--- src/rtl/div_iter.sv ---
// div_iter: iterative radix-2 restoring integer divider with start/ready
// handshake, per-transaction signed/unsigned selection, divide-by-zero and
// signed-overflow flags. Optional abort port under `DIV_ITER_ABORT_EN.
module div_iter #(
  parameter int WIDTH = 8,
  parameter int CNT_W = $clog2(WIDTH)
) (
  input  logic             clk,
  input  logic             reset,
`ifdef DIV_ITER_ABORT_EN
  input  logic             i_abort,
`endif
  input  logic             i_start,
  input  logic             i_signed,
  input  logic [WIDTH-1:0] i_dividend,
  input  logic [WIDTH-1:0] i_divisor,
  output logic             o_ready,
  output logic             o_valid,
  output logic [WIDTH-1:0] o_quotient,
  output logic [WIDTH-1:0] o_remainder,
  output logic             o_div_zero,
  output logic             o_overflow
);

  localparam logic [1:0] S_IDLE = 2'd0;
  localparam logic [1:0] S_CALC = 2'd1;
  localparam logic [1:0] S_FIX  = 2'd2;

  logic [1:0]       r_state;
  logic [CNT_W-1:0] r_cnt;
  logic [WIDTH:0]   r_rem;      // partial remainder, always < divisor
  logic [WIDTH-1:0] r_quo;      // dividend shifts out MSB first, quotient shifts in
  logic [WIDTH-1:0] r_dvs;      // divisor magnitude
  logic [WIDTH-1:0] r_dvd_raw;  // original dividend bits for special cases
  logic             r_neg_q;
  logic             r_neg_r;
  logic             r_dz;
  logic             r_ovf;

  logic             r_valid;
  logic [WIDTH-1:0] r_q_out;
  logic [WIDTH-1:0] r_r_out;
  logic             r_dz_out;
  logic             r_ovf_out;

  logic             w_abort;
  logic             w_a_neg;
  logic             w_b_neg;
  logic [WIDTH-1:0] w_a_mag;
  logic [WIDTH-1:0] w_b_mag;
  logic             w_is_min;
  logic [WIDTH+1:0] w_ext;
  logic [WIDTH+1:0] w_sub;
  logic             w_qbit;
  logic [WIDTH:0]   w_rem_nxt;
  logic [WIDTH-1:0] w_q_fix;
  logic [WIDTH-1:0] w_r_fix;

`ifdef DIV_ITER_ABORT_EN
  assign w_abort = i_abort;
`else
  assign w_abort = 1'b0;
`endif

  // Operand magnitudes and special-case detection at accept time
  always_comb begin
    w_a_neg  = i_signed & i_dividend[WIDTH-1];
    w_b_neg  = i_signed & i_divisor[WIDTH-1];
    w_a_mag  = w_a_neg ? -i_dividend : i_dividend;
    w_b_mag  = w_b_neg ? -i_divisor  : i_divisor;
    w_is_min = (i_dividend == {1'b1, {(WIDTH-1){1'b0}}});
  end

  // One restoring step: shift in next dividend bit, trial-subtract divisor.
  // The subtraction is one bit wider than the shifted remainder so its MSB is the borrow.
  always_comb begin
    w_ext     = {r_rem, r_quo[WIDTH-1]};
    w_sub     = w_ext - {2'b00, r_dvs};
    w_qbit    = ~w_sub[WIDTH+1];
    w_rem_nxt = w_qbit ? w_sub[WIDTH:0] : w_ext[WIDTH:0];
  end

  // Sign correction and special-case selection for the final result
  always_comb begin
    if (r_dz) begin
      w_q_fix = '1;
      w_r_fix = r_dvd_raw;
    end else if (r_ovf) begin
      w_q_fix = r_dvd_raw;
      w_r_fix = '0;
    end else begin
      w_q_fix = r_neg_q ? -r_quo : r_quo;
      w_r_fix = r_neg_r ? -r_rem[WIDTH-1:0] : r_rem[WIDTH-1:0];
    end
  end

  // Control FSM, datapath iteration and output registers
  always_ff @(posedge clk) begin
    if (reset) begin
      r_state   <= S_IDLE;
      r_cnt     <= '0;
      r_rem     <= '0;
      r_quo     <= '0;
      r_dvs     <= '0;
      r_dvd_raw <= '0;
      r_neg_q   <= 1'b0;
      r_neg_r   <= 1'b0;
      r_dz      <= 1'b0;
      r_ovf     <= 1'b0;
      r_valid   <= 1'b0;
      r_q_out   <= '0;
      r_r_out   <= '0;
      r_dz_out  <= 1'b0;
      r_ovf_out <= 1'b0;
    end else begin
      r_valid <= 1'b0;
      if (w_abort && (r_state != S_IDLE)) begin
        r_state <= S_IDLE;
      end else begin
        case (r_state)
          S_IDLE: begin
            if (i_start) begin
              r_rem     <= '0;
              r_quo     <= w_a_mag;
              r_dvs     <= w_b_mag;
              r_dvd_raw <= i_dividend;
              r_neg_q   <= w_a_neg ^ w_b_neg;
              r_neg_r   <= w_a_neg;
              r_dz      <= (i_divisor == '0);
              r_ovf     <= i_signed & w_is_min & (&i_divisor);
              r_cnt     <= CNT_W'(WIDTH - 1);
              r_state   <= S_CALC;
            end
          end
          S_CALC: begin
            r_rem <= w_rem_nxt;
            r_quo <= {r_quo[WIDTH-2:0], w_qbit};
            r_cnt <= r_cnt - 1'b1;
            if (r_cnt == '0) begin
              r_state <= S_FIX;
            end
          end
          S_FIX: begin
            r_q_out   <= w_q_fix;
            r_r_out   <= w_r_fix;
            r_dz_out  <= r_dz;
            r_ovf_out <= r_ovf;
            r_valid   <= 1'b1;
            r_state   <= S_IDLE;
          end
          default: r_state <= S_IDLE;
        endcase
      end
    end
  end

  assign o_ready     = (r_state == S_IDLE);
  assign o_valid     = r_valid;
  assign o_quotient  = r_q_out;
  assign o_remainder = r_r_out;
  assign o_div_zero  = r_dz_out;
  assign o_overflow  = r_ovf_out;

endmodule

--- config.mk ---
export PLATFORM = sky130hd
export DESIGN_NAME = div_iter
export DESIGN_NICKNAME = d
export VERILOG_FILES = /design/src/rtl/div_iter.sv
export SDC_FILE = /design/constraint.sdc
export NUM_CORES = 1
export LEC_CHECK = 0
export CORE_UTILIZATION = 40
export DETAILED_ROUTE_END_ITERATION = 8
export PLACE_DENSITY = 0.69
export SYNTH_ARGS = -nofsm -noshare
export SYNTH_HDL_FRONTEND = slang
export SYNTH_SLANG_ARGS = --single-unit
--- constraint.sdc ---
create_clock -name clk -period 2.5 [get_ports clk]
set_clock_uncertainty 0.1 [all_clocks]
set_input_delay 0.5 -clock clk [delete_from_list [all_inputs] [get_ports clk]]
set_output_delay 0.5 -clock clk [all_outputs]
set_load 0.005 [all_outputs]
* After elaboration in Yosys (flattened, before gate mapping)
Cells that the tools add are included.
** Storage, ports and cells
- Output and inout bits :: 20
- Bits of input ports :: 20
- Word-level logic and storage cells :: 59
- Bits in registers :: 61
** Operators by class
- Reductions and logical operators :: 8
- Bitwise logic cells :: 6
- Add/sub/neg operators :: 6
- Multiplexer cells :: 19
- Equal/unequal tests :: 5
** Operators with widths (count)
- 8-bit two-way mux :: 9
- 8-bit negation :: 4
- 9-bit two-way mux :: 2
- 9-bit case mux with 2 select lines :: 1
- 8-bit case mux with 2 select lines :: 1
- 10-bit by 8-bit subtractor with 10-bit output :: 1
- 8-bit equality test, second input constant :: 1
- 8-bit logical NOT :: 1
- 8-bit AND reduction :: 1
- 3-bit case mux with 2 select lines :: 1
- 2-bit AND reduction :: 3
- 1-bit AND :: 4
- 2-bit two-way mux :: 2
- 2-bit != test, second input constant :: 2
- 2-bit case mux with 2 select lines :: 1
- 3-bit logical NOT :: 1
- 3-bit two-way mux :: 1
- 3-bit by 1-bit subtractor with 3-bit output, second input constant :: 1
- 2-bit by 1-bit equality test with 1-bit output, second input constant :: 1
- 2-bit equality test, second input constant :: 1
- 2-bit logical NOT :: 1
- 2-bit nonzero test :: 1
- 1-bit two-way mux :: 1
- 1-bit NOT :: 1
- 1-bit bitwise XOR :: 1

* Logic depth before layout (Yosys ltp)
- Word-level depth :: 4
- Depth in mapped cells :: 10
- Mapped depth without buffers :: 10

* Worst setup path before layout
No wires, ideal clock.
- Kind :: register -> register
- Start :: reg r_quo[7]
- End :: reg r_rem[8]
- Clock period less this slack :: 2.070 ns
- Library setup time :: 0.074 ns
- Stages on the path, launching flop included :: 11
- Arrival time :: 1.896 ns
- Slack :: 0.430 ns
- Data required time :: 2.326 ns
- Path buffers :: 0
- Cells stage by stage :: dfxtp_1 inv_1 ha_1 inv_1 fa_1 a21oi_1 o22ai_1 o21a_1 o21ai_1 mux2_2 o21ai_0
** On the way
- Word-level cells in the longest chain between the ends :: 3
** RTL lines
- start: declaration :: line 32 : logic [WIDTH-1:0] r_quo;
- start signal: assignment :: line 124 : r_quo <= w_a_mag;
- start signal: assignment :: line 137 : r_quo <= {r_quo[WIDTH-2:0], w_qbit};
- 10-bit by 8-bit subtractor with 10-bit output :: line 78 : w_sub = w_ext - {2'b00, r_dvs};
- 9-bit two-way mux :: line 80 : w_rem_nxt = w_qbit ? w_sub[WIDTH:0] : w_ext[WIDTH:0];
- 9-bit case mux with 2 select lines :: line 120 : case (r_state)
- end signal: assignment :: line 136 : r_rem <= w_rem_nxt;
- end: declaration :: line 31 : logic [WIDTH:0] r_rem;
No other way between the ends.
A chain may end at the register's enable or synchronous reset.

* Worst setup path in the final report
Ends and elaborated chain as after synthesis.

==> impl_metrics.json <==
{
  "status": "finished, final reports clean",
  "synthArstFlopShare_pct": 0,
  "hold_end": "o_overflow$_SDFFE_PP0P_",
  "p_total_mw": 2.821,
  "setup_violations": 0,
  "drive_above_1_share_pct": 8.211,
  "core_um2": 8341,
  "synth_seq_cells": 61,
  "globalplace.congestion": 0.8262,
  "yosysUniqueCellTypes": 57,
  "grt_pass1_vias": 2854,
  "switching_share_pct": 31.09,
  "vias_per_cell": 5.534,
  "synth_edf_count": 0,
  "hold_buffers": 0,
  "clk_pin_slew_ps": 70,
  "drv_slew": 0,
  "synth_common_cells": "dfxtp_1 (61), nand2_1 (52), nor2_1 (47)",
  "power.switching_uw": 877.0,
  "required_ps": 2660,
  "rsz0062_at_grt": "no",
  "r2r-start": "r_quo[7]$_SDFFE_PP0P_",
  "cts-root-buf": "clkbuf_8",
  "numCtsBuffers": 9,
  "htreeDepth": 3,
  "cts.repair.resized": 0,
  "crit_path_frequent_cell": "inv_1",
  "fmax_mhz": 428.4,
  "clock_latency_ps": 350,
  "grt_max_degree": 26,
  "holdCritStartpoint": "o_overflow$_SDFFE_PP0P_",
  "die_height_um": 95.47,
  "arrival_ps": 2500,
  "pwr-share-clk_pct": 34.5,
  "worstPathCellList": "inv_1, ha_1, inv_1, fa_1, a21oi_1, o22ai_1, o21a_1, o21ai_1, mux2_2, o21ai_0",
  "synth.most_common_cell": "dfxtp_1",
  "cpPeakStageDelay_ps": 400,
  "grt_usage_pct": 19.95,
  "synth_top_area_share_pct": 34.94,
  "p_leak_nw": 1.613,
  "synth_area_leaders": "dfxtp_1 (35%), nand2_1 (5.6%), ha_1 (5.4%), a21oi_1 (5.3%), nor2_1 (5.0%)",
  "first_pass_iters": 5,
  "drt-total-wl_um": 8416,
  "grt_pass1_wl_um": 13940,
  "tightest_slew_ps": 576.5,
  "critPathLaunchType": "flip-flop",
  "cts.sinks": 61,
  "seq_power_share_pct": 39.1,
  "post_cts_buffers": 0,
  "start_util_pct": 41.90,
  "synth_cells": 433,
  "overflow": 0,
  "ir_drop_v": 0.0002960,
  "die_area_um2": 9115,
  "finalSetupTns_ps": 0,
  "place_inst": 564,
  "power_density_nw_per_um2": 669.7,
  "p_int_mw": 1.944,
  "combPwrFrac_pct": 26.4,
  "fin_crit_ps": 2334,
  "clock_path_buffers": 2,
  "hold_depth": 2,
  "antenna_found_initial": 0,
  "die_w_um": 95.47,
  "worst_setup_path_end_kind": "flip-flop",
  "rows": 33,
  "wl_per_cell_um": 14.51,
  "cap_violations": 0,
  "crit_buf_inv": 2,
  "synth_area_um2": 3495,
  "yosysSeqAreaShare_pct": 34.94,
  "cp_slowest_cell": "fa_1",
  "io_buffers": 39,
  "n_antenna_cell": 0,
  "synth_top_area_cell": "dfxtp_1",
  "cp_top_family": "compound AO/OA/AOI/OAI gates",
  "synth_nets": 469,
  "worstSetupPathType": "reg -> reg",
  "syn_avg_cell_area_um2": 8.071,
  "tritoncts": "yes",
  "reg2reg_depth": 10,
  "synth_ff_type": "dfxtp_1",
  "drc": 0,
  "slew_headroom_pct": 61.51,
  "finalHoldViolCount": 0,
  "first_iter_violations": 267,
  "stdcell_count": 580,
  "hpwl_um": 6429,
  "whs_ps": 356.9,
  "crit_fanout": 3,
  "vias": 3210,
  "hp-class": "reg -> reg",
  "reg2reg_to": "r_rem[8]$_SDFFE_PP0P_",
  "nNetsFinal": 506,
  "syn_to_final_growth_pct": 20.55,
  "yosysWarnings": 0,
  "r2r_slack_ps": 170,
  "io_pins": 40,
  "antenna_left": 0,
  "min_period_over_period_pct": 93.38
}
==> how the worst max path moves through the flow <==
stage / from / to / depth (start not counted) / slack, ps
after global routing: r_quo[7]$_SDFFE_PP0P_ / r_rem[8]$_SDFFE_PP0P_ / 10 / 3
after CTS: r_quo[7]$_SDFFE_PP0P_ / r_rem[8]$_SDFFE_PP0P_ / 10 / 200
final: r_quo[7]$_SDFFE_PP0P_ / r_rem[8]$_SDFFE_PP0P_ / 10 / 170
after detailed placement: i_dividend[1] / r_quo[6]$_SDFFE_PP0P_ / 8 / 220
after floorplan: r_quo[7]$_SDFFE_PP0P_ / r_rem[8]$_SDFFE_PP0P_ / 10 / 430
after global placement: i_divisor[0] / r_dvs[6]$_SDFFE_PP0P_ / 7 / 250
==> tightest hold or removal path, cell delays in order (launching register included) <==
cell	delay [ps]
dfxtp_1	310
nand2_1	50
a21oi_1	50
==> routing by layer <==
metal,share of wire (%),vias to the layer above,track usage [%]
li1,-,1611,-
met1,47,1478,27.09
met2,45,106,31.01
met3,6.1,15,5.024
met4,1.4,0,5.970
met5,0,-,0
==> area by class of cell <==
cell class / count / area (µm²)
clock buffer: 10 / 127.6
clock inverter: 6 / 86.33
fill: 807 / 4128
inverter: 22 / 82.58
multi-input combinational: 324 / 2081
sequential: 61 / 1221
tap: 105 / 131.4
timing repair buffer: 52 / 483.0
==> power by group through the flow <==
stage          logic [mW]  registers (mW)  clock network (mW)
4_1_cts             0.746            1.10               0.988
3_5_place_dp        0.742            1.12                   0
3_3_place_gp        0.727            1.12                   0
5_1_grt             0.828            1.11                1.02
2_1_floorplan       0.556            1.10                   0
6_report            0.746            1.10               0.972
==> state kept, by name (all words and copies together), names as in the netlist, 2 cells and up <==
name / count
r_rem: 9
r_cnt: 3
r_dvd_raw: 8
o_quotient: 8
r_quo: 8
o_remainder: 8
r_dvs: 8
r_state: 2
==> layout by cell type (no fill, tap or decap), types with 8 or more instances in the layout <==
cell type        count
clkdlybuf4s50_1     38
and3_1               8
a211oi_1            10
buf_4               13
o21ai_1             10
clkbuf_8             9
xnor2_1             11
o22ai_1              9
nor2_1              47
mux2i_1             16
ha_1                15
inv_1               22
dfxtp_1             61
nand3_1              9
nand2_1             52
a21oi_1             37
xor2_1              12
==> per-stage QoR <==
stage               utilization (%)  cell area, µm²  setup WS [ps]
global placement              47.94            3999          251.7
detailed placement            47.94            3999          216.9
finish                        50.51            4213          165.6
global route                  50.51            4213          3.500
floorplan                         -            3495          429.7
CTS                           50.51            4213          198.6
==> cells by family after synthesis <==
family	count (synthesis)	share of synthesized area, %
simple gates	153	20.91
compound gates	113	21.27
flops	61	34.94
buf+inv	48	5.514
xor+xnor	23	5.764
mux	19	5.657
fa+ha+maj	16	5.943
Note: power is estimated with default switching activity, not from simulation.
